File: src/rtl/pipe_fetch_pkg.sv
// Shared types and constants for the instruction-fetch stage.
package pipe_fetch_pkg;

    // Fetch FSM states
    typedef enum logic [1:0] {
        BOOT = 2'd0,
        RUN  = 2'd1,
        HOLD = 2'd2
    } fetch_state_e;

    localparam logic [31:0] NOP_INST = 32'h0000_0000;
    localparam logic [31:0] PC_STEP  = 32'd4;

    // Force a byte address onto a word boundary.
    function automatic logic [31:0] align_pc(input logic [31:0] addr);
        return addr & ~32'h0000_0003;
    endfunction

endpackage

File: src/rtl/pipe_fetch_hold_buf.sv
// Holding buffer for the instruction in flight when a stall begins.
// The memory only presents its data for one cycle, so the word and its
// address are captured here and replayed until the stall releases.
module fetch_hold_buf
    import pipe_fetch_pkg::*;
(
    input  logic        clk_i,
    input  logic        rst_i,
    input  logic        cap_en_i,
    input  logic [31:0] rdata_i,
    input  logic [31:0] resp_pc_i,
    output logic [31:0] hold_inst_o,
    output logic [31:0] hold_pc_o
);

    logic [31:0] hold_inst_q, hold_inst_d;
    logic [31:0] hold_pc_q, hold_pc_d;

    // Load a new word only on the capture cycle; otherwise keep it.
    always_comb begin
        hold_inst_d = hold_inst_q;
        hold_pc_d   = hold_pc_q;
        if (cap_en_i) begin
            hold_inst_d = rdata_i;
            hold_pc_d   = resp_pc_i;
        end
    end

    // Buffer registers with synchronous clear.
    always_ff @(posedge clk_i) begin
        if (rst_i) begin
            hold_inst_q <= NOP_INST;
            hold_pc_q   <= 32'h0;
        end else begin
            hold_inst_q <= hold_inst_d;
            hold_pc_q   <= hold_pc_d;
        end
    end

    assign hold_inst_o = hold_inst_q;
    assign hold_pc_o   = hold_pc_q;

endmodule

File: src/rtl/pipe_fetch.sv
// Instruction-fetch stage: owns the PC, drives a synchronous-read
// instruction memory and presents pc4/inst to the IF/ID register.
// stall outranks branch, exactly as in the IF/ID register, so a word is
// never lost or duplicated. A redirect issues the target in the same
// cycle, so the target word appears on inst in the very next cycle.
module pipe_fetch
    import pipe_fetch_pkg::*;
#(
    parameter logic [31:0] RESET_PC = 32'h0000_0000
) (
    input  logic        clk,
    input  logic        rst,
    input  logic        stall,
    input  logic        branch,
    input  logic [31:0] branch_target,
    output logic        imem_en,
    output logic [31:0] imem_addr,
    input  logic [31:0] imem_rdata,
    output logic [31:0] pc4,
    output logic [31:0] inst
);

    fetch_state_e state_q, state_d;
    logic [31:0]  fetch_pc_q, fetch_pc_d;
    logic [31:0]  resp_pc_q, resp_pc_d;
    logic         capture;
    logic [31:0]  hold_inst, hold_pc;
    logic [31:0]  target;
    logic         redirect;

    assign target = align_pc(branch_target);

    // A redirect is taken only once the stage is running and not stalled.
    assign redirect = !rst && (state_q != BOOT) && branch && !stall;

    // Issue address: the branch target bypasses fetch_pc so no bubble is added.
    assign imem_addr = redirect ? target : fetch_pc_q;

    fetch_hold_buf u_hold (
        .clk_i       (clk),
        .rst_i       (rst),
        .cap_en_i    (capture),
        .rdata_i     (imem_rdata),
        .resp_pc_i   (resp_pc_q),
        .hold_inst_o (hold_inst),
        .hold_pc_o   (hold_pc)
    );

    // Per-state outputs and next-state selection.
    always_comb begin
        state_d    = state_q;
        fetch_pc_d = fetch_pc_q;
        resp_pc_d  = resp_pc_q;
        imem_en    = 1'b0;
        inst       = NOP_INST;
        pc4        = 32'h0;
        capture    = 1'b0;
        if (!rst) begin
            case (state_q)
                BOOT: begin
                    imem_en    = 1'b1;
                    resp_pc_d  = RESET_PC;
                    fetch_pc_d = RESET_PC + PC_STEP;
                    state_d    = RUN;
                end
                RUN: begin
                    if (stall) begin
                        inst    = imem_rdata;
                        pc4     = resp_pc_q + PC_STEP;
                        capture = 1'b1;
                        state_d = HOLD;
                    end else if (branch) begin
                        imem_en    = 1'b1;
                        resp_pc_d  = target;
                        fetch_pc_d = target + PC_STEP;
                    end else begin
                        inst       = imem_rdata;
                        pc4        = resp_pc_q + PC_STEP;
                        imem_en    = 1'b1;
                        resp_pc_d  = fetch_pc_q;
                        fetch_pc_d = fetch_pc_q + PC_STEP;
                    end
                end
                HOLD: begin
                    if (stall) begin
                        inst = hold_inst;
                        pc4  = hold_pc + PC_STEP;
                    end else if (branch) begin
                        imem_en    = 1'b1;
                        resp_pc_d  = target;
                        fetch_pc_d = target + PC_STEP;
                        state_d    = RUN;
                    end else begin
                        inst       = hold_inst;
                        pc4        = hold_pc + PC_STEP;
                        imem_en    = 1'b1;
                        resp_pc_d  = fetch_pc_q;
                        fetch_pc_d = fetch_pc_q + PC_STEP;
                        state_d    = RUN;
                    end
                end
                default: begin
                    state_d = BOOT;
                end
            endcase
        end
    end

    // FSM and PC registers with synchronous reset.
    always_ff @(posedge clk) begin
        if (rst) begin
            state_q    <= BOOT;
            fetch_pc_q <= RESET_PC;
            resp_pc_q  <= RESET_PC;
        end else begin
            state_q    <= state_d;
            fetch_pc_q <= fetch_pc_d;
            resp_pc_q  <= resp_pc_d;
        end
    end

endmodule
File: config.mk
export PLATFORM = sky130hd
export DESIGN_NAME = pipe_fetch
export DESIGN_NICKNAME = d
export VERILOG_FILES = /design/src/rtl/pipe_fetch_pkg.sv /design/src/rtl/pipe_fetch_hold_buf.sv /design/src/rtl/pipe_fetch.sv
export SDC_FILE = /design/constraint.sdc
export NUM_CORES = 1
export LEC_CHECK = 0
export ABC_AREA = 1
export CAP_MARGIN = 20
export CORE_MARGIN = 3
export CORE_UTILIZATION = 35
export DETAILED_ROUTE_END_ITERATION = 10
export SLEW_MARGIN = 20
export SYNTH_ARGS = -nofsm -noshare
export SYNTH_HDL_FRONTEND = slang
export SYNTH_SLANG_ARGS = --single-unit
File: constraint.sdc
create_clock -name clk -period 2.5 [get_ports clk]
set_clock_uncertainty 0.05 [all_clocks]
set_input_delay 0.5 -clock clk [delete_from_list [all_inputs] [get_ports clk]]
set_output_delay 0.5 -clock clk [all_outputs]
set_load 0.1 [all_outputs]
### Word-level counts from Yosys, hierarchy flattened

Cells that the tools add are included.

* equality and inequality tests: 5
* add/subtract/negate cells: 4
* mux-type cells: 28
* reduce and logical (&&, ||, !) cells: 11

Operators with widths (number)
* two-way mux 32 bit: 15
* case mux 32 bit (2 select lines): 4
* adder 32 x 3 -> 32 bit (second input constant): 4
* inequality test 2 bit (second input constant): 3
* case mux 2 bit (3 select lines): 1
* two-way mux 1 bit: 5
* two-way mux 2 bit: 2
* AND reduction 2 bit: 2
* nonzero test 2 bit: 2
* logical AND 1 bit: 3
* == test 2 x 1 -> 1 bit (second input constant): 1
* == test 2 bit (second input constant): 1
* zero test 1 bit: 2
* zero test 2 bit: 1
* case mux 1 bit (2 select lines): 1
* OR reduction 2 bit: 1

* input bits: 68
* register bits after elaboration: 130
* output and inout bits: 97
* word-level logic and storage cells: 53

### Longest topological paths before layout

Gate-level depths: netlist (run 1).

* depth in word-level cells: 5
* gate-level depth with buffers: 15
* mapped depth without buffers: 14

### Cells and area by module

Synthesis (run 1) repeated with hierarchy kept, for this count alone.

* cells, all modules: 1599
* area total of the unflattened synthesis: 9048.7 um2

By module, submodules not included
* pipe_fetch: area each 6382.4 um2, cells each 1194, instances 1, seq. area each 1241.2 um2
* fetch_hold_buf: area each 2666.3 um2, cells each 405, instances 1, seq. area each 1281.2 um2

### Worst setup path after synthesis (run 1)

OpenSTA, ideal clock, no wires.

* path type: input to output
* start: in branch
* end: out imem_addr[2]
* setup slack: -1.558 ns
* data required time: 1.950 ns
* stages: 8
* path buffers: 4
* data arrival time: 3.508 ns
* path through: inv_2 buf_6 buf_6 nor2_4 nand2_1 buf_2 buf_2 o21ai_0

* word-level cells in the longest chain between the ends: 3

Ends and longest elaborated chain
* start, declared: line pipe_fetch.sv:14 `input logic branch,`
* logical AND 1 bit (2 in a row): line pipe_fetch.sv:34 `assign redirect = !rst && (state_q != BOOT) && branch && !stall;`
* two-way mux 32 bit: line pipe_fetch.sv:37 `assign imem_addr = redirect ? target : fetch_pc_q;`
* end, declared: line pipe_fetch.sv:17 `output logic [31:0] imem_addr,`

No other way between the ends.

### Final worst setup path (run 1)

* start: reg resp_pc_q[3]
* end: out pc4[18]

* word-level cells in the longest chain between the ends: 5

Ends and longest elaborated chain
* start, declared: line pipe_fetch.sv:25 `logic [31:0] resp_pc_q, resp_pc_d;`
* start signal, assigned: line pipe_fetch.sv:118 `resp_pc_q <= resp_pc_d;`
* adder 32 x 3 -> 32 bit *: line pipe_fetch.sv:69, pipe_fetch.sv:78
* two-way mux 32 bit: line pipe_fetch.sv:72 `end else if (branch) begin`
* two-way mux 32 bit *: line pipe_fetch.sv:67 `if (stall) begin`
* case mux 32 bit (2 select lines) *: line pipe_fetch.sv:59 `case (state_q)`
* two-way mux 32 bit *: line pipe_fetch.sv:58 `if (!rst) begin`
* end, declared: line pipe_fetch.sv:19 `output logic [31:0] pc4,`

Mark *: on every way between the ends. The rest lies on a longest branch, timed or not.

==> results by group, run 1 <==
Run status
  • Run status: finished with violations
  • Violated checks: negative setup slack

Timing
  • Final count of pins violating max slew: 0
  • Final sum of negative setup slack: -7.290 ns
  • Worst setup slack after layout: -0.2554 ns
  • Final min period: 2.755 ns
  • Achievable clock frequency: 362.9 MHz
  • Count of final setup violators: 83
  • Final number of hold-violating endpoints: 0
  • Final Cycle Share: 1.102
  • RSZ-0062 raised after global routing: true

Cells and area
  • Design area: 15530 um2
  • Ratio of cells with drive above 1 in the final layout: 0.3575
  • Sequential cell area: 2534 um2
  • Count of antenna diodes in the layout: 0
  • Most frequent standard cell in the layout excluding fill and tap cells: sky130_fd_sc_hd__nand2_1
  • Fill cell count: 2027
  • Area occupied by multi-input gates: 6782 um2
  • Layout area overhead: 80.85%
  • Most frequent cells in the layout: sky130_fd_sc_hd__nand2_1 (460), sky130_fd_sc_hd__buf_4 (166), sky130_fd_sc_hd__inv_1 (130)
  • Final std cells w/o fill: 2123
  • # nets final: 1866

Global route
  • Overall fraction of global-route tracks in use: 0.2672
  • Pin count of the biggest net entering global routing: 81
  • Remaining global-route overflow: 0
  • Global-route wire length before repair: 56.58 mm
  • Number of global-route vias before repair: 10675
  • Number of antenna violations at the first check in global routing: 0

Critical path
  • Worst R2R Start: state_q[1]
  • Type of element capturing the critical path: output pin
  • Highest fanout seen on the critical path: 6
  • WP data required: 1.95 ns
  • Critical Path Start Type: register
  • Arr. time, crit path: 2.21 ns
  • CP Launch Point: resp_pc_q[3]
  • Worst setup path category: reg -> out

Drt
  • Sum of routed wire length over all layers: 35.48 mm
  • DRT iter0 DRCs: 773
  • Number of remaining DRC errors: 0
  • Top routing layer in use: met4
  • Average wire length per cell after detail routing: 16.71 um
  • Post-detailed-route via-to-cell ratio: 5.135
  • Met3 layer wire length in the routed design: 1.828 mm
  • DR vias: 10902
  • Number of nets still failing antenna checks after routing: 0
  • Metal-1 WL: 15.35 mm
  • DR WL met2: 17.50 mm
  • Iteration count of the initial detailed-routing pass: 5

Synthesis
  • Synth cell types: 42
  • Number of synthesis warnings: 0
  • Flop and latch count out of synthesis: 124
  • Seq/Total Area, Yosys: 0.2891
  • Cell area after synthesis: 8587 um2
  • Post-Synthesis Cells: 1467
  • Post-synthesis average cell area: 5.853 um2

Floorplan
  • Io pins: 165
  • Die Y-Extent: 162.6 um
  • Core outline area: 23820 um2
  • Die area: 26450 um2
  • Initial standard-cell utilization of the core: 0.3605
  • Number of rows created at floorplan: 56
  • Die Wd: 162.6 um

Clock tree
  • Cts hold-fix bufs: 0
  • Worst-skew pair later-pin latency: 0.42 ns
  • TritonCTS clock tree: built
  • Clock Sinks: 124
  • Root buffer cell: sky130_fd_sc_hd__clkbuf_16
  • Register clock-pin slew on the reported worst setup and hold paths: 0.06 ns
  • Number of H-tree levels: 4
  • Number of buffers created by CTS: 17
  • Buffers from clock root to sink, at most: 2

Placement
  • IO buf count: 158
  • Cells after DPL: 2047
  • Placement Cell Area: 13330 um2
  • Detail Placement HPWL: 25.47 mm
  • Global placement routability congestion: 0.9338
  • Pre-CTS setup slack: -0.2555 ns

Power
  • Pleak: 5.932 nW
  • Power consumption: 7.291 mW
  • Worst IR drop on VDD: 0.4097 mV
  • Power Density: 469.5 nW/um2

Min path
  • HP Class: reg -> reg
  • HP Start: u_hold.hold_inst_o[18]

Job
  • Count of max-cap constraint violations: 0
## cells in the mapped netlist, drive strengths merged
cell,number,area share
clkinv,2,0.00087
inv,149,0.065
nor3,27,0.018
nor3b,1,0.00087
a21oi,149,0.087
a211oi,5,0.0044
clkbuf,45,0.020
dfxtp,124,0.29
and2,1,0.00073
nand3b,6,0.0052
buf,28,0.022
conb,1,0.00044
o21a,9,0.0079
o211ai,11,0.0096
o22ai,1,0.00073
mux2,8,0.010
ha,7,0.010
o221ai,1,0.0010
a31oi,5,0.0036
or2,2,0.0015
nand3,119,0.069
o21bai,2,0.0017
a21o,1,0.00087
o21ai,79,0.046
nor2,136,0.069
nand4,27,0.020
nand2,521,0.24
## where the power goes
group	internal [mW]	leakage, nW	switching [mW]
logic	1.03	4.65	1.62
clock network	1.38	0.265	1.03
registers	2.11	1.02	0.120
## metrics by stage
stage | util | hold slack, ns
6_report | 0.6519 | 0.4201
4_1_cts | 0.6361 | 0.4241
3_5_place_dp | 0.5596 | 0.4120
3_3_place_gp | 0.5596 | 0.4085
5_1_grt | 0.6519 | 0.4462
2_1_floorplan | - | 0.3986
## path summary, 6_finish.rpt
kind	depth (start not counted)	slack, ns	to
max	10	-0.26	pc4[18]
min	2	0.42	u_hold.hold_inst_o[18]
max reg2reg	9	0.55	fetch_pc_q[6]
min reg2reg	2	0.42	u_hold.hold_inst_o[18]
## critical path, cell delays in order, from the launching register on
cell                      delay (ns)
sky130_fd_sc_hd__dfxtp_4        0.38
sky130_fd_sc_hd__ha_4           0.14
sky130_fd_sc_hd__nand3_2        0.09
sky130_fd_sc_hd__nor2_2         0.13
sky130_fd_sc_hd__nand2_2        0.09
sky130_fd_sc_hd__nor2_4         0.16
sky130_fd_sc_hd__nand2_4        0.12
sky130_fd_sc_hd__o21ai_2        0.16
sky130_fd_sc_hd__nand3_2        0.14
sky130_fd_sc_hd__a21oi_4        0.18
sky130_fd_sc_hd__buf_12         0.19
## cell type report
type                            count  area share
Multi-Input combinational cell   1122      0.4367
Timing Repair Buffer              375      0.3001
Sequential cell                   124      0.1631
Inverter                          151     0.03787
Clock buffer                       17     0.02739
Tap cell                          319     0.02570
Clock inverter                     15    0.009104
## metal layers
layer  vias up  track usage
met5         -            0
met4         0      0.07651
met3        57      0.03408
met2       358       0.4561
met1      5085       0.3548
li1       5402            -
## kinds of logic (layout without fill, tap and decap cells)
logic type	Yosys count	after routing	share of synthesized area
simple gates	840	840	0.4191
other cells	1	4	0.0004367
compound gates	263	263	0.1632
buf+inv	224	558	0.1075
flops	124	124	0.2891
fa+ha+maj	7	7	0.01020
mux	8	8	0.01049
## state kept, by name (all words and copies together) (netlist names)
| name | flops |
|---|---|
| fetch_pc_q | 30 |
| resp_pc_q | 30 |
| state_q | 2 |
| u_hold.hold_inst_o | 32 |
| u_hold.hold_pc_o | 30 |
## what timing repair did
item                                    4_1_cts  5_1_grt
hold endpoints to repair                      0        0
pin swaps                                    56       67
endpoints found under the setup margin       92       92
resized for setup                           184      114
cloned                                       10        0
setup buffers                                29       11
Note: power is estimated with default switching activity, not from simulation.
==> run 2, diff against run 1 <==
--- a/config.mk
+++ b/config.mk
@@ -7,7 +7,6 @@
 export LEC_CHECK = 0
 export ABC_AREA = 1
 export CAP_MARGIN = 20
-export CORE_MARGIN = 3
 export CORE_UTILIZATION = 35
 export DETAILED_ROUTE_END_ITERATION = 10
 export SLEW_MARGIN = 20
==> results by group, run 2 (synthesis gave the netlist of run 1 again) <==
Timing
  • Final min period: 2.779 ns (was 2.755 ns)
  • Worst setup slack after layout: -0.2787 ns (was -0.2554 ns)
  • Slew HR: 0.6495
  • Final number of hold-violating endpoints: 0 (unchanged)
  • WHS: 0.3102 ns (was 0.4201 ns)
  • Count of final setup violators: 81 (was 83)
  • RSZ-0062 raised after global routing: true (unchanged)
  • Final count of pins violating max slew: 0 (unchanged)
  • Achievable clock frequency: 359.9 MHz (was 362.9 MHz)
  • Final Cycle Share: 1.111 (was 1.102)
  • Final sum of negative setup slack: -8.812 ns (was -7.290 ns)
  • Actual slew at the worst max-slew pin: 0.5238 ns

Clock tree
  • Cts hold-fix bufs: 0 (unchanged)
  • Root buffer cell: sky130_fd_sc_hd__clkbuf_16 (unchanged)
  • Buffers from clock root to sink, at most: 2 (unchanged)
  • TritonCTS clock tree: built (unchanged)
  • Worst-skew pair later-pin latency: 0.43 ns (was 0.42 ns)
  • Register clock-pin slew on the reported worst setup and hold paths: 0.06 ns (about the same)
  • Clock Sinks: 124 (unchanged)
  • Number of H-tree levels: 4 (unchanged)
  • Number of buffers created by CTS: 17 (unchanged)

Global route
  • Overall fraction of global-route tracks in use: 0.2961 (was 0.2672)
  • Number of antenna violations at the first check in global routing: 1 (was 0)
  • Remaining global-route overflow: 0 (unchanged)
  • Pin count of the biggest net entering global routing: 81 (unchanged)
  • Global-route wire length before repair: 56.75 mm (was 56.58 mm)
  • Number of global-route vias before repair: 10412 (was 10675)

Cells and area
  • Fill cell count: 1938 (was 2027)
  • Layout area overhead: 85.06% (was 80.85%)
  • # nets final: 1880 (was 1866)
  • Final std cells w/o fill: 2138 (was 2123)
  • Area occupied by multi-input gates: 6933 um2 (was 6782 um2)
  • Design area: 15890 um2 (was 15530 um2)
  • Most frequent standard cell in the layout excluding fill and tap cells: sky130_fd_sc_hd__nand2_1 (unchanged)
  • Most frequent cells in the layout: sky130_fd_sc_hd__nand2_1 (443), sky130_fd_sc_hd__buf_4 (175), sky130_fd_sc_hd__inv_1 (126) (was sky130_fd_sc_hd__nand2_1 (460), sky130_fd_sc_hd__buf_4 (166), sky130_fd_sc_hd__inv_1 (130))
  • Ratio of cells with drive above 1 in the final layout: 0.3872 (was 0.3575)
  • Fraction of the core area covered by cells at the end of the flow: 0.6690 (was 0.6519)
  • Sequential cell area: 2557 um2 (was 2534 um2)
  • Flip-flop count of the largest register after layout: 32 (unchanged)

Min path
  • Worst hold path endpoint: resp_pc_q[15] (was u_hold.hold_inst_o[18])
  • HP Start: rst (was u_hold.hold_inst_o[18])
  • HP Class: in -> reg (was reg -> reg)
  • Hold Crit Depth: 2 (unchanged)

Drt
  • Sum of routed wire length over all layers: 37.39 mm (was 35.48 mm)
  • Iteration count of the initial detailed-routing pass: 6 (was 5)
  • Average wire length per cell after detail routing: 17.49 um (was 16.71 um)
  • Number of remaining DRC errors: 0 (unchanged)
  • Number of nets still failing antenna checks after routing: 0 (unchanged)
  • DR vias: 11021 (was 10902)
  • DRT iter0 DRCs: 818 (was 773)
  • Post-detailed-route via-to-cell ratio: 5.155 (was 5.135)

Placement
  • Placement Cell Area: 13250 um2 (was 13330 um2)
  • Global placement routability congestion: 0.9494 (was 0.9338)
  • Detail Placement HPWL: 25.83 mm (was 25.47 mm)
  • Pre-CTS setup slack: -0.2265 ns (was -0.2555 ns)
  • IO buf count: 158 (unchanged)
  • Cells after DPL: 2040 (was 2047)

Floorplan
  • Initial standard-cell utilization of the core: 0.3615 (was 0.3605)
  • Die Wd: 158.6 um (was 162.6 um)
  • Die area: 25170 um2 (was 26450 um2)
  • Number of rows created at floorplan: 56 (unchanged)
  • Die Y-Extent: 158.6 um (was 162.6 um)
  • Core outline area: 23750 um2 (was 23820 um2)
  • Io pins: 165 (unchanged)

Power
  • Power consumption: 7.477 mW (was 7.291 mW)
  • Pleak: 6.177 nW (was 5.932 nW)
  • Worst IR drop on VDD: 0.4580 mV (was 0.4097 mV)
  • Power Density: 470.5 nW/um2 (was 469.5 nW/um2)

Critical path
  • Highest fanout seen on the critical path: 4 (was 6)
  • Critical path, cell by cell: ha_4 -> nand3_4 -> nor2_4 -> nand2_2 -> nor2_4 -> buf_6 -> nand3_4 -> a21oi_2 -> nand2_2 -> a21oi_4 -> buf_12 (was ha_4 -> nand3_2 -> nor2_2 -> nand2_2 -> nor2_4 -> nand2_4 -> o21ai_2 -> nand3_2 -> a21oi_4 -> buf_12)
  • Worst flop-to-flop path endpoint: fetch_pc_q[18] (was fetch_pc_q[6])
  • Worst setup path category: reg -> out (unchanged)
  • Critical Path Start Type: register (unchanged)
  • Worst stage delay on the critical path: 0.38 ns (about the same)
  • WP data required: 1.95 ns (about the same)
  • Worst r2r path cells: 12 (was 9)
  • Worst R2R Start: state_q[0] (was state_q[1])
  • Arr. time, crit path: 2.23 ns (was 2.21 ns)
  • CP max stage cell: sky130_fd_sc_hd__dfxtp_4 (unchanged)
  • Type of element capturing the critical path: output pin (unchanged)
  • Register-to-Register Setup Slack: 0.53 ns (was 0.55 ns)

Run status
  • Run status: finished with violations (unchanged)
  • Violated checks: negative setup slack (unchanged)

Job
  • Count of max-cap constraint violations: 0 (unchanged)
## run 2: cell count changes in the layout (fill, tap and decap cells not counted), moves of 4 or more
cell / delta
sky130_fd_sc_hd__dfxtp_4: +6
sky130_fd_sc_hd__inv_1: -4
sky130_fd_sc_hd__nand2_2: +15
sky130_fd_sc_hd__nand2_1: -17
sky130_fd_sc_hd__nor2_1: -9
sky130_fd_sc_hd__buf_6: +4
sky130_fd_sc_hd__dfxtp_1: -7
sky130_fd_sc_hd__nor2_4: +8
sky130_fd_sc_hd__nor3_1: -4
sky130_fd_sc_hd__buf_4: +9
## run 2: worst max path at each step
stage                   startpoint  endpoint  slack (ns)  cells past startpoint
2_1_floorplan               branch  inst[28]       -0.28                      7
3_3_place_gp                 stall   pc4[25]       -0.19                      7
3_5_place_dp                 stall   pc4[25]       -0.23                      7
4_1_cts               resp_pc_q[2]   pc4[22]       -0.30                     10
5_1_grt        u_hold.hold_pc_o[2]   pc4[20]       -0.37                     12
6_report              resp_pc_q[2]   pc4[28]       -0.28                     11
## run 2: timing repair
action                                  in CTS  in global routing
endpoints found under the setup margin      93                 93
buffers inserted                            39                 21
cloned                                       9                  3
gates resized for setup                    232                139
pin swaps                                   64                 78
## run 2: critical path, delay by kind of cell, from the launching register on
kind / cells / cell delay (ns)
adder cells (fa/ha/maj): 1 / 0.16
AO/OA/AOI/OAI: 2 / 0.34
AND/OR/NAND/NOR: 6 / 0.59
flip-flops: 1 / 0.38
buffers and inverters: 2 / 0.32
## run 2: area by class of cell
cell class              count  area share
inverters                 151     0.03716
well taps                 319     0.02512
clock buffers              18     0.02764
multi-input cells        1122      0.4363
diodes                      1   0.0001575
flip-flops and latches    124      0.1609
repair buffers            389      0.3026
clock inverters            14     0.01016
## run 2: metal layers
metal	GRT usage	wire length, um	up-vias	share of wire
met5	0	13	-	0.00035
met4	0.1195	1190	2	0.032
met3	0.04300	1591	77	0.043
met2	0.4994	18180	294	0.49
met1	0.3775	16410	5209	0.44
li1	-	-	5439	-
## run 2: where the power goes
| group | leakage (nW) | switching, mW | internal (mW) |
|---|---|---|---|
| combinational | 4.87 | 1.66 | 1.04 |
| clock | 0.284 | 1.04 | 1.51 |
| sequential | 1.03 | 0.125 | 2.11 |
